`src/rtl/mono_run_ctrl.sv`:
```
// Boot/run controller: streams a program into IMEM while holding the core in reset, then gates execution.
// IMEM write lands 1 cycle after byte accept; LD_READY only in LOAD, no stall within LOAD; CORE_EN is Mealy in RUN.
module mono_run_ctrl #(
    parameter int ADDR_W = 8,
    parameter int PC_W   = 64,
    parameter int CNT_W  = 32
) (
    input  logic              CLK,
    input  logic              RST,
    input  logic              LD_VALID,
    input  logic [7:0]        LD_DATA,
    input  logic              LD_LAST,
    output logic              LD_READY,
    output logic              IMEM_WE,
    output logic [ADDR_W-1:0] IMEM_ADDR,
    output logic [7:0]        IMEM_WDATA,
    input  logic              CMD_RUN,
    input  logic              CMD_STEP,
    input  logic              CMD_HALT,
    input  logic              CMD_RELOAD,
    input  logic              BRK_EN,
    input  logic [PC_W-1:0]   BRK_ADDR,
    input  logic [PC_W-1:0]   PC,
    output logic              CORE_RSTN,
    output logic              CORE_EN,
    output logic [2:0]        STATE,
    output logic [CNT_W-1:0]  CYCLES,
    output logic [ADDR_W:0]   PROG_LEN
);

    typedef enum logic [2:0] {
        S_LOAD    = 3'd0,
        S_RELEASE = 3'd1,
        S_PAUSED  = 3'd2,
        S_RUN     = 3'd3,
        S_STEP    = 3'd4,
        S_DONE    = 3'd5,
        S_FAULT   = 3'd6
    } state_t;

    state_t            state;
    state_t            state_nxt;
    logic [ADDR_W-1:0] wr_ptr;
    logic [ADDR_W:0]   prog_len;
    logic              first_run;
    logic              accept;
    logic              brk_hit;
    logic              end_hit;
    logic              clr_prog;
    logic              core_en;

    assign accept  = (state == S_LOAD) && LD_VALID;
    // First RUN cycle ignores the breakpoint so a run can resume from the PC it stopped on.
    assign brk_hit = BRK_EN && (PC == BRK_ADDR) && !first_run;
    assign end_hit = PC >= PC_W'(prog_len);

    always_comb begin
        state_nxt = state;
        core_en   = 1'b0;
        clr_prog  = 1'b0;
        case (state)
            S_LOAD: begin
                if (accept) begin
                    if (LD_LAST)
                        state_nxt = S_RELEASE;
                    else if (wr_ptr == '1)
                        state_nxt = S_FAULT;
                end
            end
            S_RELEASE: state_nxt = S_PAUSED;
            S_PAUSED: begin
                if (end_hit) begin
                    state_nxt = S_DONE;
                end else if (CMD_HALT) begin
                    state_nxt = S_PAUSED;
                end else if (CMD_RELOAD) begin
                    state_nxt = S_LOAD;
                    clr_prog  = 1'b1;
                end else if (CMD_STEP) begin
                    state_nxt = S_STEP;
                end else if (CMD_RUN) begin
                    state_nxt = S_RUN;
                end
            end
            S_RUN: begin
                core_en = !(CMD_HALT || brk_hit || end_hit);
                if (end_hit)
                    state_nxt = S_DONE;
                else if (CMD_HALT || brk_hit)
                    state_nxt = S_PAUSED;
            end
            S_STEP: begin
                core_en   = 1'b1;
                state_nxt = end_hit ? S_DONE : S_PAUSED;
            end
            S_DONE, S_FAULT: begin
                if (CMD_RELOAD) begin
                    state_nxt = S_LOAD;
                    clr_prog  = 1'b1;
                end
            end
            default: state_nxt = S_LOAD;
        endcase
    end

    always_ff @(posedge CLK or negedge RST) begin
        if (!RST) begin
            state      <= S_LOAD;
            wr_ptr     <= '0;
            prog_len   <= '0;
            IMEM_WE    <= 1'b0;
            IMEM_ADDR  <= '0;
            IMEM_WDATA <= '0;
            CYCLES     <= '0;
            first_run  <= 1'b0;
        end else begin
            state     <= state_nxt;
            IMEM_WE   <= accept;
            first_run <= (state_nxt == S_RUN) && (state != S_RUN);
            if (accept) begin
                IMEM_ADDR  <= wr_ptr;
                IMEM_WDATA <= LD_DATA;
                wr_ptr     <= wr_ptr + ADDR_W'(1);
                prog_len   <= prog_len + (ADDR_W+1)'(1);
            end
            if (clr_prog) begin
                wr_ptr   <= '0;
                prog_len <= '0;
                CYCLES   <= '0;
            end else if (core_en && (CYCLES != '1)) begin
                CYCLES <= CYCLES + CNT_W'(1);
            end
        end
    end

    // The core is only held in reset while the program image may be incomplete.
    assign CORE_RSTN = (state != S_LOAD) && (state != S_FAULT);
    assign LD_READY  = (state == S_LOAD);
    assign CORE_EN   = core_en;
    assign STATE     = state;
    assign PROG_LEN  = prog_len;

endmodule

```
`config.mk`:
```
export PLATFORM = sky130hd
export DESIGN_NAME = mono_run_ctrl
export DESIGN_NICKNAME = d
export VERILOG_FILES = /design/src/rtl/mono_run_ctrl.sv
export SDC_FILE = /design/constraint.sdc
export NUM_CORES = 1
export LEC_CHECK = 0
export CAP_MARGIN = 20
export CORE_MARGIN = 1.5
export CORE_UTILIZATION = 43
export DETAILED_ROUTE_END_ITERATION = 7
export GPL_TIMING_DRIVEN = 0
export HOLD_SLACK_MARGIN = 0.06
export PLACE_DENSITY_LB_ADDON = 0.05
export SLEW_MARGIN = 20
export SYNTH_ARGS = -nofsm -noshare
export SYNTH_HDL_FRONTEND = slang
export SYNTH_SLANG_ARGS = --single-unit
```
`constraint.sdc`:
```
create_clock -name CLK -period 3.3 [get_ports CLK]
set_clock_uncertainty 0.2 [all_clocks]
set_input_delay 0.33 -clock CLK [delete_from_list [all_inputs] [get_ports CLK]]
set_output_delay 0.33 -clock CLK [all_outputs]
set_load 0.05 [all_outputs]
```
==> flow_summary_export.csv, run 1 <==
group,metric,value,unit
outcome,status,"finished, final reports clean",
cts,clk_path_buf_depth,2,
sta,rsz0062_at_grt,"true",
floorplan,die_w,107.0,um
sta,tns,0,ps
logic_synthesis,synth_top_area_cell,"dfrtp_1",
sta,max_freq,311.3,MHz
sta,maxSlewHeadroom,0.6222,
global_routing,grtUsageTotal,0.2784,
cts,root_buffer,"clkbuf_8",
logic_synthesis,synth_top_area_frac,0.3763,
place,place_inst,844,
run,timing.max_cap.violations,0,
cts,numCtsBuffers,9,
logic_synthesis,synth-seq-cells,70,
sta,finalHoldViolations,0,
logic_synthesis,synthArstFlopShare,1.000,
cts,ctsHtreeMaxLevel,3,
cts,cts_tree,"yes",
logic_synthesis,synth.cell_area,4654,um^2
detailed_routing,vias,4849,
place,gp_congestion,0.9204,
global_routing,antenna_found_initial,0,
global_routing,grt_pass1_vias,4870,
sta,fin_crit,3212,ps
logic_synthesis,synth_area_leaders,"dfrtp_1 38%, xor2_1 10%, nor4_1 4.8%, mux2_2 3.9%, xnor2_1 3.4%",
logic_synthesis,ys_types,57,
floorplan,io_pins,209,
floorplan,fp-row-count,37,
final_layout,area_growth,55.59,%
sta,drv_slew,0,
detailed_routing,viasPerCell,5.612,
global_routing,grt_max_degree,54,
detailed_routing,dr.pass1.iters,5,
detailed_routing,wl_per_cell,18.68,um
sta,finalSetupViolations,0,
final_layout,n_antenna_cell,0,
detailed_routing,wl,16140,um
sta,post-route-period-util,0.9733,
worst_setup_path,setup.worst_path.start_class,"input port",
global_routing,grt_overflow_total,0,
worst_setup_path,crit_chain,"clkdlybuf4s50_1 -> nor4_2 -> nand4_1 -> nor4_2 -> o31ai_2 -> buf_4 -> or2_1 -> o32ai_2 -> buf_6",
cts,cts.sinks,70,
worst_setup_path,ff2ff_path_depth,12,
final_layout,layout-drive-gt1-share,0.09203,
final_layout,nets,880,
worst_setup_path,crit_required,2770,ps
worst_hold_path,hold_path.class,"in -> async",
worst_setup_path,crit_top_cell,"nor4_2",
place,hpwl,12950,um
floorplan,die-area,11460,um^2
sta,worstMarginPinSlew,566.6,ps
worst_setup_path,path_max_fanout,3,
logic_synthesis,syn_avg_cell_area,9.328,um^2
power,power_leakage,0.002859,uW
logic_synthesis,yosysWarningCount,0,
cts,clock_latency,350,ps
logic_synthesis,syn_nets,656,
worst_setup_path,crit_arrival,2680,ps
logic_synthesis,synth-edff-count,0,
detailed_routing,drt-initial-drc-count,199,
power,p_per_area,579.0,nW/um^2
final_layout,multi_input_area,2805,um^2
detailed_routing,drc,0,
worst_setup_path,slowest_delay,460,ps
final_layout,fin_cells,864,
logic_synthesis,syn-instance-count,499,
floorplan,die_y,107.0,um
detailed_routing,final_antenna_net_count,0,
floorplan,start_util,0.4468,
final_layout,fillCellCount,826,
logic_synthesis,ys_seq_area_frac,0.3763,
sta,whs,197.7,ps
worst_setup_path,critPathBufInv,3,
worst_setup_path,slowest_stage,"clkdlybuf4s50_1",
logic_synthesis,synthFlopType,"dfrtp_1",
floorplan,coreArea,10420,um^2
worst_setup_path,crit_family,"simple AND/OR/NAND/NOR gates",
power,finalPower,4193,uW
worst_setup_path,endpoint_kind,"output pin",
power,peakVddDrop,0.4706,mV
worst_setup_path,path_depth,9,
worst_setup_path,worst-setup-path-type,"in -> out",
place,port_buffers,208,
global_routing,grt_pass1_wl,24560,um
final_layout,seq_area,1752,um^2
cts,cts.clk_slew.worst_paths,80,ps
## through the flow
step             util  area (um^2)  worst slack [ps]
6_report       0.6953         7242             88.11
5_1_grt        0.6953         7242            -16.71
4_1_cts        0.6870         7156             31.16
3_5_place_dp   0.6667         6944            -684.6
3_3_place_gp   0.6643         6919            -723.3
2_1_floorplan       -         4667             97.28
## state kept, by name, indices dropped and copies added (netlist names)
signal      flops
IMEM_WDATA      8
first_run       1
IMEM_WE         1
wr_ptr          8
PROG_LEN        9
IMEM_ADDR       8
CYCLES         32
STATE           3
## area by class of cell
| cell class | count | area share |
|---|---|---|
| plain buffers | 19 | 0.01520 |
| clock inverters | 6 | 0.009675 |
| multi-input cells | 393 | 0.3874 |
| well taps | 136 | 0.02350 |
| repair buffers | 213 | 0.2960 |
| flip-flops and latches | 70 | 0.2419 |
| clock buffers | 10 | 0.01762 |
| inverters | 17 | 0.008811 |
## per-layer routing
layer  part of all wire  wire, um  track usage  up-vias
met5                  0         0            0        -
met2               0.52      8319       0.5073      192
met3              0.068      1097      0.05106       36
met4              0.031       508       0.1181        0
met1               0.39      6216       0.3160     2327
li1                   -         -            -     2294
## power breakdown
group          switching (uW)  internal, uW  total, uW  leakage (uW)
Sequential                167          1040       1210      0.000939
Clock                     342           353        695     0.0000891
Combinational            1410           884       2290       0.00183
Total                    1910          2280       4190       0.00286
## what timing repair did
action                     in CTS  in global routing
hold buffers                    1                  0
resized for setup               7                 16
buffers inserted                0                  3
pin swaps                       0                  5
hold endpoints to repair       70                  0
setup endpoints to repair       1                 41
## synthesized netlist by cell type, types with 5 or more instances
cell type  number
and3_1          6
o21a_1          5
o31ai_1        11
o21ai_1         7
nor2_1         33
dfrtp_1        70
nor4_1         36
or3_1          13
o211ai_1        8
nand4_1        23
o31a_1          6
a21oi_1        19
and2_1          5
ha_1           12
o21ai_0         5
or4_1           8
nand3_1        14
clkbuf_1        5
xnor2_1        18
nor2b_1        10
mux2_2         16
nand2_1        30
inv_1          17
xor2_1         55
buf_1           5
nand2b_1        8
nor3_1          7
## cells by family after synthesis
family / after synthesis / synth area share
muxes: 18 / 0.04301
buffers and inverters: 36 / 0.03656
AOI/OAI and AO/OA: 81 / 0.1218
DFF: 70 / 0.3763
adders and majority gates: 12 / 0.03226
xor gates and xnor gates: 73 / 0.1374
and+or+nand+nor: 209 / 0.2527
## path summary, 6_finish.rpt
kind                                       to  slack (ps)           from
worst max-delay path                  CORE_EN          90         PC[43]
worst min-delay path               CYCLES[15]         200            RST
worst max register to register      first_run         160    PROG_LEN[8]
worst min register to register  IMEM_WDATA[1]         310  IMEM_WDATA[1]
max in group asynchronous             IMEM_WE        2170            RST
min in group CLK                IMEM_WDATA[1]         310  IMEM_WDATA[1]
## cells in the final DEF (no fill, tap or decap), drive strengths merged, types with 7 or more instances in the layout
master	count
ha	12
o31ai	11
o211ai	8
o21ai	12
mux2	16
nor2	33
nand4	24
clkbuf	17
nor2b	10
or4	9
inv	18
dfrtp	70
buf	18
nand2b	8
or3	13
xnor2	18
a21oi	20
clkdlybuf4s50	205
nand3	14
xor2	55
nand2	30
nor3	7
nor4	36
Note: power is estimated with default switching activity, not from simulation.
==> run 2, diff against run 1 <==
--- a/config.mk
+++ b/config.mk
@@ -9,3 +9,3 @@
 export CORE_MARGIN = 1.5
-export CORE_UTILIZATION = 43
+export CORE_UTILIZATION = 46
 export DETAILED_ROUTE_END_ITERATION = 7
==> constraint.sdc (replaced) <==
create_clock -name CLK -period 3.78 [get_ports CLK]
set_clock_uncertainty 0.2 [all_clocks]
set_input_delay 0.378 -clock CLK [delete_from_list [all_inputs] [get_ports CLK]]
set_output_delay 0.378 -clock CLK [all_outputs]
set_load 0.01 [all_outputs]
==> run 2 against run 1 <==
Net effect:
- global-route usage increased by 3.4 points
- routed wire length grew 2.9%
- die area down 6.3%
- sequential share of layout area is 0.29 points higher
- combinational power shrank 35%
- sequential power fell by 13%
- register-to-register slack better by 340 ps
- first-iteration DRC count increased by 46%
- critical endpoint unchanged
- largest power group unchanged
==> flow_summary_export.csv, run 2 (synthesis results as in run 1) <==
group,metric,value,unit
final_layout,fin_cells,858,
outcome,status,"finished, final reports clean",
worst_setup_path,worst-setup-path-type,"in -> out",
cts,cts_setup_buffers,0,
cts,ctsHtreeMaxLevel,3,
place,gp_congestion,0.9361,
global_routing,grt_overflow_total,0,
place,place_inst,841,
worst_setup_path,path_max_fanout,4,
floorplan,die-area,10730,um^2
floorplan,die_y,103.6,um
power,finalPower,3178,uW
power,peakVddDrop,0.3628,mV
sta,drv_slew,0,
place,port_buffers,208,
worst_setup_path,critPathBufInv,2,
worst_setup_path,slowest_delay,450,ps
power,power_leakage,0.002835,uW
cts,clk_path_buf_depth,2,
worst_setup_path,crit_arrival,2880,ps
final_layout,seq_area,1752,um^2
cts,numCtsBuffers,9,
worst_setup_path,ff2ff_path_depth,9,
global_routing,grt_pass1_vias,4937,
floorplan,fp-row-count,36,
floorplan,io_pins,209,
worst_hold_path,hold_path.class,"in -> async",
global_routing,antenna_found_initial,0,
global_routing,grtUsageTotal,0.3125,
cts,clock_latency,360,ps
sta,maxSlewHeadroom,0.5464,
cts,cts.sinks,70,
detailed_routing,drt-initial-drc-count,291,
detailed_routing,final_antenna_net_count,0,
worst_setup_path,crit_chain,"clkdlybuf4s50_1 -> nor4_1 -> nand4_1 -> nor4_2 -> o31ai_1 -> or2_1 -> o32ai_2 -> dlygate4sd2_1",
final_layout,fillCellCount,780,
final_layout,layout-drive-gt1-share,0.07310,
final_layout,mostFrequentLayoutCells,"206 x clkdlybuf4s50_1, 70 x dfrtp_1, 55 x xor2_1",
final_layout,area_growth,53.76,%
final_layout,largest_reg_flops,32,
sta,finalSetupViolations,0,
worst_setup_path,setup.worst_path.start_class,"input port",
detailed_routing,wl,16610,um
worst_setup_path,crit_family,"simple AND/OR/NAND/NOR gates",
detailed_routing,dr.pass1.iters,5,
place,hpwl,13430,um
floorplan,die_w,103.6,um
detailed_routing,wl_per_cell,19.36,um
run,timing.max_cap.violations,0,
detailed_routing,drc,0,
final_layout,multi_input_area,2753,um^2
sta,finalHoldViolations,0,
sta,rsz0062_at_grt,"false",
sta,tns,0,ps
final_layout,layout_commonest_cell,"clkdlybuf4s50_1",
floorplan,start_util,0.4762,
sta,worstMarginPinSlew,677.9,ps
worst_setup_path,crit_required,3200,ps
cts,cts.clk_slew.worst_paths,80,ps
detailed_routing,viasPerCell,5.774,
global_routing,grt_pass1_wl,26420,um
final_layout,regMostFlops,"CYCLES",
final_layout,n_antenna_cell,0,
global_routing,grt_max_degree,40,
cts,root_buffer,"clkbuf_8",
detailed_routing,vias,4954,
sta,max_freq,289.3,MHz
worst_setup_path,path_depth,8,
power,p_per_area,444.0,nW/um^2
floorplan,coreArea,9774,um^2
final_layout,nets,877,
cts,cts_tree,"yes",
final_layout,final_util,0.7322,
worst_setup_path,slowest_stage,"clkdlybuf4s50_1",
sta,fin_crit,3456,ps
sta,post-route-period-util,0.9144,
worst_setup_path,endpoint_kind,"output pin",
## run 2: final timing paths
path	startpoint	end	slack (ps)
setup / recovery	PC[43]	CORE_EN	320
hold / removal	RST	CYCLES[17]	290
setup reg to reg	PROG_LEN[6]	CYCLES[5]	500
hold reg to reg	IMEM_WDATA[2]	IMEM_WDATA[2]	310
max in group asynchronous	RST	CYCLES[2]	2530
min in group CLK	IMEM_WDATA[2]	IMEM_WDATA[2]	310
## run 2: repair_timing
item	CTS	global route
setup endpoints to repair	1	0
hold endpoints to repair	31	0
gates resized for setup	4	0
hold buffers	1	0
## run 2: area by class of cell
| type | count | share of cell area |
|---|---|---|
| timing repair buffer | 210 | 0.2946 |
| multi-input combinational | 393 | 0.3846 |
| inverter | 17 | 0.008916 |
| buffer | 19 | 0.01486 |
| clock inverter | 5 | 0.007867 |
| sequential | 70 | 0.2448 |
| clock buffer | 11 | 0.02115 |
| tap | 133 | 0.02325 |
## run 2: routing by layer
metal | track usage | part of all wire | up-vias
met2 | 0.5219 | 0.48 | 238
met5 | 0 | 0 | -
met1 | 0.3813 | 0.41 | 2379
met4 | 0.1359 | 0.035 | 0
met3 | 0.08181 | 0.078 | 42
li1 | - | - | 2295
## run 2: power by group
group / switching (uW) / total [uW] / internal (uW)
Clock: 298 / 638 / 341
Sequential: 141 / 1050 / 910
Combinational: 736 / 1490 / 753
Total: 1170 / 3180 / 2000
## run 2: stage by stage
stage / setup slack (ps) / area, um^2 / hold slack, ps
floorplan: 1027 / 4654 / -117.6
global placement: -308.3 / 6903 / 290.3
detailed placement: -290.5 / 6920 / 139.4
CTS: 280.2 / 7157 / 300.1
global route: 171.7 / 7157 / 324.6
finish: 323.7 / 7157 / 293.4
==> run 3, diff against run 2 <==
- PLACE_DENSITY: unset -> 0.87
- PLACE_DENSITY_LB_ADDON: 0.05 -> unset
==> run 3 against run 2 <==
Net effect:
- combinational power barely moved
- global-route usage up 1.7 points
- critical endpoint unchanged
- core utilization shrank 0.090 points
- sequential power barely moved
- routed wire length increased by 6.6%
- cell count unchanged
- critical path type unchanged
==> flow_summary_export.csv, run 3 (synthesis results as in run 1) <==
group,metric,value,unit
power,power_leakage,0.002834,uW
final_layout,regMostFlops,"CYCLES",
floorplan,start_util,0.4762,
worst_setup_path,crit_required,3200,ps
floorplan,fp-row-count,36,
sta,post-route-period-util,0.9326,
worst_setup_path,setup.worst_path.start_class,"input port",
detailed_routing,final_antenna_net_count,0,
place,gp_congestion,0.9666,
detailed_routing,drc,0,
sta,maxSlewHeadroom,0.4977,
floorplan,io_pins,209,
worst_setup_path,ff2ff_path_depth,9,
global_routing,grt_pass1_wl,27570,um
detailed_routing,wl_per_cell,20.63,um
detailed_routing,drt-initial-drc-count,316,
final_layout,fin_cells,858,
final_layout,mostFrequentLayoutCells,"206 x clkdlybuf4s50_1, 70 x dfrtp_1, 55 x xor2_1",
power,p_per_area,444.5,nW/um^2
global_routing,grtUsageTotal,0.3296,
outcome,status,"finished, final reports clean",
final_layout,layout-drive-gt1-share,0.07172,
place,place_inst,841,
sta,finalSetupViolations,0,
sta,finalHoldViolations,0,
floorplan,die_w,103.6,um
global_routing,grt_overflow_total,0,
global_routing,grt_pass1_vias,4936,
sta,tns,0,ps
final_layout,nets,877,
sta,worstMarginPinSlew,743.0,ps
final_layout,area_growth,53.58,%
floorplan,die-area,10730,um^2
sta,fin_crit,3525,ps
place,hpwl,14060,um
cts,clk_path_buf_depth,2,
final_layout,fillCellCount,739,
worst_setup_path,endpoint_kind,"output pin",
place,port_buffers,208,
floorplan,die_y,103.6,um
global_routing,antenna_found_initial,0,
worst_setup_path,worst-setup-path-type,"in -> out",
detailed_routing,wl,17700,um
cts,ctsHtreeMaxLevel,3,
power,finalPower,3177,uW
sta,drv_slew,0,
cts,numCtsBuffers,9,
floorplan,coreArea,9774,um^2
worst_hold_path,hold_path.class,"in -> async",
worst_setup_path,path_max_fanout,4,
detailed_routing,vias,4956,
cts,cts_tree,"yes",
final_layout,n_antenna_cell,0,
run,timing.max_cap.violations,0,
power,peakVddDrop,0.5165,mV
cts,cts.sinks,70,
final_layout,largest_reg_flops,32,
cts,cts.clk_slew.worst_paths,80,ps
cts,root_buffer,"clkbuf_8",
global_routing,grt_max_degree,52,
final_layout,layout_commonest_cell,"clkdlybuf4s50_1",
worst_setup_path,crit_arrival,2950,ps
sta,whs,244.6,ps
sta,max_freq,283.7,MHz
detailed_routing,dr.pass1.iters,5,
cts,clock_latency,350,ps
sta,rsz0062_at_grt,"false",
detailed_routing,viasPerCell,5.776,
-- run 3: changes by cell type in the layout (fill, tap and decap cells not counted) --
| cell | delta |
|---|---|
| clkinv_4 | +1 |
| buf_16 | +1 |
| clkinv_2 | +1 |
| buf_12 | -1 |
| o32ai_1 | +1 |
| inv_6 | -1 |
| clkbuf_8 | -1 |
| o32ai_2 | -1 |
-- run 3: repair_timing --
item	CTS	global route
resized for setup	3	0
setup endpoints to repair	1	0
hold buffers	1	0
setup buffers	0	0
hold endpoints to repair	70	0
-- run 3: routing by layer --
layer  up-vias  share of wire  global-route usage
li1       2289              -                   -
met1      2386           0.38              0.3808
met2       255           0.53              0.6133
met3        26          0.075             0.07489
met4         0          0.017             0.08333
met5         -              0                   0
-- run 3: path summary, 6_finish.rpt --
check                              start       endpoint  slack [ps]
setup reg to reg             PROG_LEN[6]      CYCLES[5]         550
hold / removal                       RST     CYCLES[18]         240
setup / recovery                   PC[8]        CORE_EN         250
hold reg to reg            IMEM_WDATA[2]  IMEM_WDATA[2]         310
min in group CLK           IMEM_WDATA[2]  IMEM_WDATA[2]         310
max in group asynchronous            RST    PROG_LEN[8]        2600
-- run 3: cell type report --
cell class	count	area (um^2)	area share
inverters	17	63.81	0.008927
flip-flops and latches	70	1752	0.2451
clock buffers	10	137.6	0.01925
multi-input cells	393	2745	0.3840
well taps	133	166.4	0.02328
repair buffers	210	2116	0.2960
plain buffers	19	106.4	0.01488
clock inverters	6	61.31	0.008577
-- run 3: power by group --
group	total (uW)	leakage [uW]	switching (uW)	internal [uW]
combinational	1510	0.00179	756	753
sequential	1060	0.000939	151	910
clock	607	0.000102	287	320
-- run 3: worst max-delay path: stages --
cell	delay, ps
clkdlybuf4s50_1	450
ha_1	240
nor4_2	210
nand4_1	180
nor4_2	330
o31ai_1	200
or2_1	300
o32ai_1	320
dlygate4sd2_1	340
-- run 3: through the flow --
step | area (um^2) | setup slack, ps | util
after CTS | 7148 | 275.4 | 0.7313
after global placement | 6903 | -184.5 | 0.7062
after global routing | 7148 | 93.42 | 0.7313
final | 7148 | 255.0 | 0.7313
after detailed placement | 6928 | -201.8 | 0.7088
after floorplan | 4654 | 1027 | -
